**src/rtl/burglar_alarm_ctrl.sv**
```systemverilog
// burglar_alarm_ctrl: clocked, N-zone burglar alarm controller.
// Provides per-zone bypass, timed exit and entry delays, latched per-zone
// alarm memory, and a siren with a bounded on-time.
// Optional feature macro: BURGLAR_TAMPER_EN adds the tamper input, which
// forces ALARM from any state and outranks disarm.
module burglar_alarm_ctrl #(
  parameter int N_ZONES   = 8,
  parameter int EXIT_DLY  = 16,
  parameter int ENTRY_DLY = 8,
  parameter int SIREN_CYC = 32
) (
  input  logic               clk,
  input  logic               resetN,
  input  logic [N_ZONES-1:0] zoneOpen,
  input  logic [N_ZONES-1:0] zoneBypass,
  input  logic               armReq,
  input  logic               disarmReq,
`ifdef BURGLAR_TAMPER_EN
  input  logic               tamper,
`endif
  output logic [N_ZONES-1:0] alarmEnable,
  output logic               siren,
  output logic               armed,
  output logic               armFail,
  output logic [2:0]         state
);

  // The counter only has to hold the largest delay minus one.
  localparam int MAX_ED  = (EXIT_DLY > ENTRY_DLY) ? EXIT_DLY : ENTRY_DLY;
  localparam int MAX_DLY = (MAX_ED > SIREN_CYC) ? MAX_ED : SIREN_CYC;
  localparam int CNT_W   = (MAX_DLY > 1) ? $clog2(MAX_DLY) : 1;

  localparam logic [CNT_W-1:0] EXIT_LOAD  = CNT_W'(EXIT_DLY - 1);
  localparam logic [CNT_W-1:0] ENTRY_LOAD = CNT_W'(ENTRY_DLY - 1);
  localparam logic [CNT_W-1:0] SIREN_LOAD = CNT_W'(SIREN_CYC - 1);
  localparam logic [CNT_W-1:0] CNT_ZERO   = '0;
  localparam logic [CNT_W-1:0] CNT_ONE    = CNT_W'(1);

  typedef enum logic [2:0] {
    S_DISARMED = 3'd0,
    S_EXIT     = 3'd1,
    S_ARMED    = 3'd2,
    S_ENTRY    = 3'd3,
    S_ALARM    = 3'd4
  } state_t;

  state_t             cur_state;
  state_t             nxt_state;
  logic [CNT_W-1:0]   cnt;
  logic [CNT_W-1:0]   cnt_nxt;
  logic [N_ZONES-1:0] mem_nxt;
  logic               fail_nxt;
  logic               siren_nxt;
  logic               armed_nxt;
  logic [N_ZONES-1:0] act;
  logic               tamper_hit;

  // Bypassed zones are masked out before any decision is made.
  assign act = zoneOpen & ~zoneBypass;

`ifdef BURGLAR_TAMPER_EN
  assign tamper_hit = tamper;
`else
  assign tamper_hit = 1'b0;
`endif

  // Next-state, counter, alarm memory and registered-output decode.
  always_comb begin
    nxt_state = cur_state;
    cnt_nxt   = cnt;
    mem_nxt   = alarmEnable;
    fail_nxt  = 1'b0;
    if (tamper_hit) begin
      // Tamper restarts a full siren period and leaves the memory alone.
      nxt_state = S_ALARM;
      cnt_nxt   = SIREN_LOAD;
    end else begin
      case (cur_state)
        S_DISARMED: begin
          if (disarmReq) begin
            nxt_state = S_DISARMED;
          end else if (armReq) begin
            if (act == '0) begin
              nxt_state = S_EXIT;
              cnt_nxt   = EXIT_LOAD;
              mem_nxt   = '0;
            end else begin
              fail_nxt  = 1'b1;
            end
          end
        end
        S_EXIT: begin
          if (disarmReq) begin
            nxt_state = S_DISARMED;
            cnt_nxt   = CNT_ZERO;
          end else if (cnt == CNT_ZERO) begin
            nxt_state = S_ARMED;
          end else begin
            cnt_nxt   = cnt - CNT_ONE;
          end
        end
        S_ARMED: begin
          if (disarmReq) begin
            nxt_state = S_DISARMED;
            cnt_nxt   = CNT_ZERO;
          end else if (act != '0) begin
            nxt_state = S_ENTRY;
            cnt_nxt   = ENTRY_LOAD;
            mem_nxt   = alarmEnable | act;
          end
        end
        S_ENTRY: begin
          if (disarmReq) begin
            nxt_state = S_DISARMED;
            cnt_nxt   = CNT_ZERO;
          end else begin
            mem_nxt = alarmEnable | act;
            if (cnt == CNT_ZERO) begin
              nxt_state = S_ALARM;
              cnt_nxt   = SIREN_LOAD;
            end else begin
              cnt_nxt   = cnt - CNT_ONE;
            end
          end
        end
        S_ALARM: begin
          if (disarmReq) begin
            nxt_state = S_DISARMED;
            cnt_nxt   = CNT_ZERO;
          end else begin
            mem_nxt = alarmEnable | act;
            if (cnt == CNT_ZERO) begin
              // Still-open zones are picked up by ARMED one cycle later.
              nxt_state = S_ARMED;
            end else begin
              cnt_nxt   = cnt - CNT_ONE;
            end
          end
        end
        default: begin
          // Encodings 5..7 are unreachable; recover to a safe state.
          nxt_state = S_DISARMED;
          cnt_nxt   = CNT_ZERO;
        end
      endcase
    end
    siren_nxt = (nxt_state == S_ALARM);
    armed_nxt = (nxt_state == S_ARMED) || (nxt_state == S_ENTRY) ||
                (nxt_state == S_ALARM);
  end

  // State, counter and all outputs are registered; reset aborts at once.
  always_ff @(posedge clk or negedge resetN) begin
    if (!resetN) begin
      cur_state   <= S_DISARMED;
      cnt         <= CNT_ZERO;
      alarmEnable <= '0;
      siren       <= 1'b0;
      armed       <= 1'b0;
      armFail     <= 1'b0;
    end else begin
      cur_state   <= nxt_state;
      cnt         <= cnt_nxt;
      alarmEnable <= mem_nxt;
      siren       <= siren_nxt;
      armed       <= armed_nxt;
      armFail     <= fail_nxt;
    end
  end

  assign state = cur_state;

endmodule

```
**config.mk**
```make
export PLATFORM = sky130hd
export DESIGN_NAME = burglar_alarm_ctrl
export DESIGN_NICKNAME = d
export VERILOG_FILES = /design/src/rtl/burglar_alarm_ctrl.sv
export SDC_FILE = /design/constraint.sdc
export NUM_CORES = 1
export LEC_CHECK = 0
export CAP_MARGIN = 20
export CORE_MARGIN = 3
export CORE_UTILIZATION = 45
export CTS_CLUSTER_DIAMETER = 100
export DETAILED_ROUTE_END_ITERATION = 10
export PLACE_DENSITY = 0.76
export SLEW_MARGIN = 20
export SYNTH_ARGS = -nofsm -noshare
export SYNTH_HDL_FRONTEND = slang
export SYNTH_SLANG_ARGS = --single-unit
```
**constraint.sdc**
```tcl
create_clock -name clk -period 3.45 [get_ports clk]
set_clock_uncertainty 0.2 [all_clocks]
set_input_delay 0.5175 -clock clk [delete_from_list [all_inputs] [get_ports clk]]
set_output_delay 0.5175 -clock clk [all_outputs]
set_load 0.01 [all_outputs]
```
==> impl_metrics.toml, run 1 <==
[yosys]
synth.cell_area_um2 = 1100
yosysUniqueCellTypes = 35
synth-xor-area-share = 0.0398
synth_edf_count = 0
synth_fp_nets = 135
synth-simple-area-share = 0.208
synth_cells = 113
synth_fa_ha_area_frac = 0.0227
ys_seq_area_frac = 0.432
synth_ff_type = "dfrtp_1"
yosys_warnings = 0
synth_top_family_by_area = "simple AND/OR/NAND/NOR gates"
synth_compound_area_frac = 0.207
synth-seq-cells = 19
avgSynthCellArea_um2 = 9.74
synth_mux_area_frac = 0.0500
async_flop_share = 1.00

[final_layout]
area_growth_pct = 34.2
utilization = 0.649
multiInputGateArea_um2 = 581
stdcell_count = 173
n_fill_cell = 177
num_antenna_cells = 0
nets = 168
drive_gt1_frac = 0.0897
final-seq-area_um2 = 475

[run_status]
status = "completed"

[clock_tree]
clk_pin_slew_ns = 0.11
clockRootBuffer = "clkbuf_4"
cts_sinks = 19
cts_buffer_depth = 2
insertion_delay_ns = 0.29
postCtsHoldBufs = 0
cts-resized-gates = 0
post-cts-setup-buffers = 0
tritoncts = "done"
cts_buffers = 3
htreeDepth = 1

[timing]
holdWs_ns = 0.309
rsz0062_at_grt = "false"
tightest_slew_ns = 0.843
finalSetupTns_ns = 0
period_needed_ns = 2.94
max_freq_ghz = 0.341
period_share = 0.851
relSlewSlack = 0.436
hold_violations = 0
finalSetupViolations = 0
report.final.slew_viol_count = 0
setup_slack_ns = 0.515

[drt]
drt_wl_total_um = 2490
drc = 0
firstDrtPassIters = 4
ant_nets = 0
vias_per_cell = 5.73
via_count = 992
wl_per_cell_um = 14.4
first_iter_violations = 17

[place]
place_inst = 169
place_hpwl_um = 1850
pre_cts_ws_ns = 0.208
gp_congestion = 0.858
io_buffer_count = 33

[worst_setup_path]
path_cells = "clkdlybuf4s50_1 > nor2b_4 > or4_4 > or4_1 > a221o_2 > mux2_4"
timing.rr.end = "cnt[4]$_DFFE_PN0P_"
worstSetupStartpointType = "input port"
critical_path_class = "in2reg"
cp_max_fo = 6
cp.arrival_ns = 2.93
crit_start = "zoneBypass[6]"
r2r_start = "cnt[0]$_DFFE_PN0P_"
crit_end = "cnt[4]$_DFFE_PN0P_"
worstRegToRegCells = 7
crit_required_ns = 3.44
setup.worst_path.end_class = "flip-flop"
worst_path_max_delay_cell = "or4_4"
reg2reg_setup_slack_ns = 1.10
slowest_delay_ns = 0.57

[grt]
antenna_found_initial = 0
overflow = 0
grt_usage = 0.183
grt_pass1_vias = 1069
grt_pass1_wl_um = 4600
grt_max_degree = 20

[hold_path]
hold_class = "reg2reg"

[floorplan]
io_pins = 34
die_h_um = 55.5
die_area_um2 = 3080
core_um2 = 2280
dieWidth_um = 55.5
fp-row-count = 17
start_util = 0.484

[power_and_ir_drop]
leakage_nw = 0.621
ir_drop_v = 0.000268
power_density_nw_per_um2 = 336

[job]
cap_violations = 0
Yosys cell counts (2+ instances only):
library cell  instances  share of area
nand3_1               3          0.014
a21oi_1               6          0.027
clkbuf_1              6          0.020
a21o_1                2          0.014
nor3_1                3          0.014
or4_1                 2          0.014
nand2_1               8          0.027
o21ai_0               4          0.018
a31oi_1               2          0.011
xnor2_1               4          0.032
mux2_4                3          0.041
nor2_1                9          0.031
nor4_1                2          0.011
ha_1                  2          0.023
inv_1                 6          0.020
a22o_1                7          0.056
nor2b_1               7          0.040
nor4b_1               2          0.016
dfrtp_1              19           0.43
layout make-up:
class / count / area share
tap: 28 / 0.0237
inverter: 6 / 0.0152
timing repair buffer: 34 / 0.229
sequential: 19 / 0.322
clock buffer: 4 / 0.0178
multi-input combinational: 82 / 0.393
state kept, by name, indices dropped and copies added, names as in the netlist:
signal / count
alarmEnable: 8
cnt: 5
state: 3
armFail: 1
armed: 1
siren: 1
per-stage QoR:
step / instance area [um^2] / total power [mW]
6_report: 1480 / 0.497
5_1_grt: 1480 / 0.530
4_1_cts: 1480 / 0.500
3_5_place_dp: 1450 / 0.388
3_3_place_gp: 1450 / 0.387
2_1_floorplan: 1100 / 0.330
cells by family after synthesis:
| family | count (synthesis) |
|---|---|
| mux | 4 |
| simple gates | 41 |
| flops | 19 |
| fa+ha+maj | 2 |
| xor+xnor | 5 |
| compound gates | 30 |
| buf+inv | 12 |
metal layers:
| metal | track usage | up-vias | share of wire |
|---|---|---|---|
| met5 | 0 | - | 0 |
| met4 | 0.0833 | 0 | 0.014 |
| met3 | 0.0467 | 6 | 0.073 |
| met2 | 0.311 | 37 | 0.47 |
| met1 | 0.215 | 471 | 0.44 |
| li1 | - | 478 | - |
worst max-delay path, delay by kind of cell:
family          cells  cell delay (ns)
mux                 1             0.32
simple gates        3             1.10
buf+inv             1             0.50
compound gates      1             0.49
power breakdown:
group	switching, mW	leakage [nW]	internal [mW]	total (mW)
Sequential	0.0238	0.244	0.243	0.267
Clock	0.0677	0.0150	0.0450	0.113
Combinational	0.0464	0.362	0.0704	0.117
Total	0.138	0.621	0.359	0.497
cell usage in the layout (no fill, tap or decap), types with 3 or more instances in the layout:
cell / count
mux2_4: 3
nor2b_1: 7
dfrtp_1: 19
nand3_1: 3
clkbuf_4: 3
nand2_1: 8
nor3_1: 3
a21oi_1: 6
nor2_1: 9
a22o_1: 7
o21ai_0: 4
xnor2_1: 4
inv_1: 6
clkdlybuf4s50_1: 33
worst min-delay path by stage:
stage,depth (start not counted),start,endpoint,slack (ns)
after floorplan,0,resetN,alarmEnable[0]$_DFFE_PN0P_,0.02
after global routing,1,alarmEnable[0]$_DFFE_PN0P_,alarmEnable[0]$_DFFE_PN0P_,0.33
after detailed placement,1,alarmEnable[2]$_DFFE_PN0P_,alarmEnable[2]$_DFFE_PN0P_,0.28
final,1,alarmEnable[0]$_DFFE_PN0P_,alarmEnable[0]$_DFFE_PN0P_,0.31
after CTS,1,alarmEnable[0]$_DFFE_PN0P_,alarmEnable[0]$_DFFE_PN0P_,0.32
after global placement,1,alarmEnable[7]$_DFFE_PN0P_,alarmEnable[7]$_DFFE_PN0P_,0.29
(Power assumes the default switching activity.)
==> run 2: changes to the inputs <==
--- a/config.mk
+++ b/config.mk
@@ -6,7 +6,7 @@
 export NUM_CORES = 1
 export LEC_CHECK = 0
 export CAP_MARGIN = 20
-export CORE_MARGIN = 3
+export CORE_MARGIN = 2
 export CORE_UTILIZATION = 45
 export CTS_CLUSTER_DIAMETER = 100
 export DETAILED_ROUTE_END_ITERATION = 10
==> impl_metrics.toml, run 2 (synthesis results as in run 1) <==
[final_layout]
largest_register = "alarmEnable"
drive_gt1_frac = 0.0966
area_growth_pct = 34.3
nets = 168
stdcell_count = 173
most-common-layout-cells = "clkdlybuf4s50_1 (33), dfrtp_1 (19), nor2_1 (9), nand2_1 (8)"
largest_register_ffs = 8
num_antenna_cells = 0
final_common_cell = "clkdlybuf4s50_1"
fin_area_um2 = 1480

[grt]
overflow = 0
grt_usage = 0.210
grt_max_degree = 20
antenna_found_initial = 0
grt_pass1_vias = 1028
grt_pass1_wl_um = 4350

[place]
place_inst = 169
place_area_um2 = 1450
gp_congestion = 0.829
io_buffer_count = 33
place_hpwl_um = 1930

[timing]
max_freq_ghz = 0.343
relSlewSlack = 0.438
report.final.slew_viol_count = 0
finalSetupViolations = 0
rsz0062_at_grt = "false"
period_needed_ns = 2.92
hold_violations = 0
finalSetupTns_ns = 0
tightest_slew_ns = 0.841
period_share = 0.846

[floorplan]
start_util = 0.488
die_h_um = 53.5
core_um2 = 2250
io_pins = 34
fp-row-count = 17
dieWidth_um = 53.5
die_area_um2 = 2860

[drt]
first_iter_violations = 9
ant_nets = 0
drc = 0
via_count = 989
firstDrtPassIters = 4
drt_wl_total_um = 2560
vias_per_cell = 5.72
wl_per_cell_um = 14.8

[power_and_ir_drop]
power_density_nw_per_um2 = 337
leakage_nw = 0.624
ir_drop_v = 0.000200
power_mw = 0.499

[clock_tree]
tritoncts = "done"
insertion_delay_ns = 0.30
htreeDepth = 1
cts-resized-gates = 0
cts_buffers = 3
postCtsHoldBufs = 0
cts_sinks = 19
clockRootBuffer = "clkbuf_4"
post-cts-setup-buffers = 0
clk_pin_slew_ns = 0.11
cts_buffer_depth = 2

[worst_setup_path]
critPathTopFamily = "simple AND/OR/NAND/NOR gates"
crit_required_ns = 3.45
worstSetupStartpointType = "input port"
cp_num_buf_inv = 1
critical_path_class = "in2reg"
cp_max_fo = 6
cp.arrival_ns = 2.92
setup.worst_path.end_class = "flip-flop"
path_cells = "clkdlybuf4s50_1 > nor2b_4 > or4_4 > or4_1 > a221o_2 > mux2_4"
worst_path_max_delay_cell = "or4_4"
slowest_delay_ns = 0.56

[job]
cap_violations = 0

[hold_path]
hold_class = "reg2reg"

[run_status]
status = "completed"
==> run 2: cell types whose count changed in the layout (fill, tap and decap cells not counted), sizes merged <==
cell	change
clkinv	+1
clkbuf	-1
==> run 2: metal layers <==
metal  vias up  routed length, um  share of wire  global-route usage
met5         -                  0              0                   0
met4         0                 28          0.011              0.0513
met3         5                149          0.058              0.0395
met2        41               1280           0.50               0.374
met1       467               1110           0.43               0.258
li1        476                  -              -                   -
==> run 2: cell type report <==
class	instances	area, um^2
multi-input combinational	82	581
fill	207	776
timing repair buffer	34	338
tap	28	35.0
sequential	19	475
clock inverter	1	5.00
inverter	6	22.5
clock buffer	3	22.5
==> run 2: stage by stage <==
step                      hold slack, ns  worst slack (ns)  utilization
after global placement             0.291             0.242        0.644
after CTS                          0.319             0.531        0.656
final                              0.307             0.530        0.656
after floorplan                   0.0219             0.721            -
after detailed placement           0.282             0.198        0.644
after global routing               0.345             0.492        0.656
==> run 2: path summary, 6_finish.rpt <==
kind	start	end	slack [ns]	cells past startpoint
min reg2reg	alarmEnable[3]$_DFFE_PN0P_	alarmEnable[3]$_DFFE_PN0P_	0.31	1
max in group asynchronous	resetN	armFail$_DFF_PN0_	2.05	1
max reg2reg	cnt[0]$_DFFE_PN0P_	cnt[4]$_DFFE_PN0P_	1.05	7
min	alarmEnable[3]$_DFFE_PN0P_	alarmEnable[3]$_DFFE_PN0P_	0.31	1
max	zoneBypass[6]	cnt[4]$_DFFE_PN0P_	0.53	6
min in group asynchronous	resetN	alarmEnable[5]$_DFFE_PN0P_	0.48	1
==> run 2: worst register-to-register path, stage by stage (launching register included) <==
cell and delay [ns]:
dfrtp_1 0.41, inv_1 0.14, ha_1 0.17, nor4b_1 0.24, buf_4 0.18, nor4b_1 0.35
a221o_2 0.29, mux2_4 0.32
==> run 2: report_power, final <==
group	switching, mW	leakage [nW]	internal, mW
combinational	0.0461	0.362	0.0704
clock	0.0711	0.0177	0.0433
sequential	0.0247	0.244	0.243
total	0.142	0.624	0.357
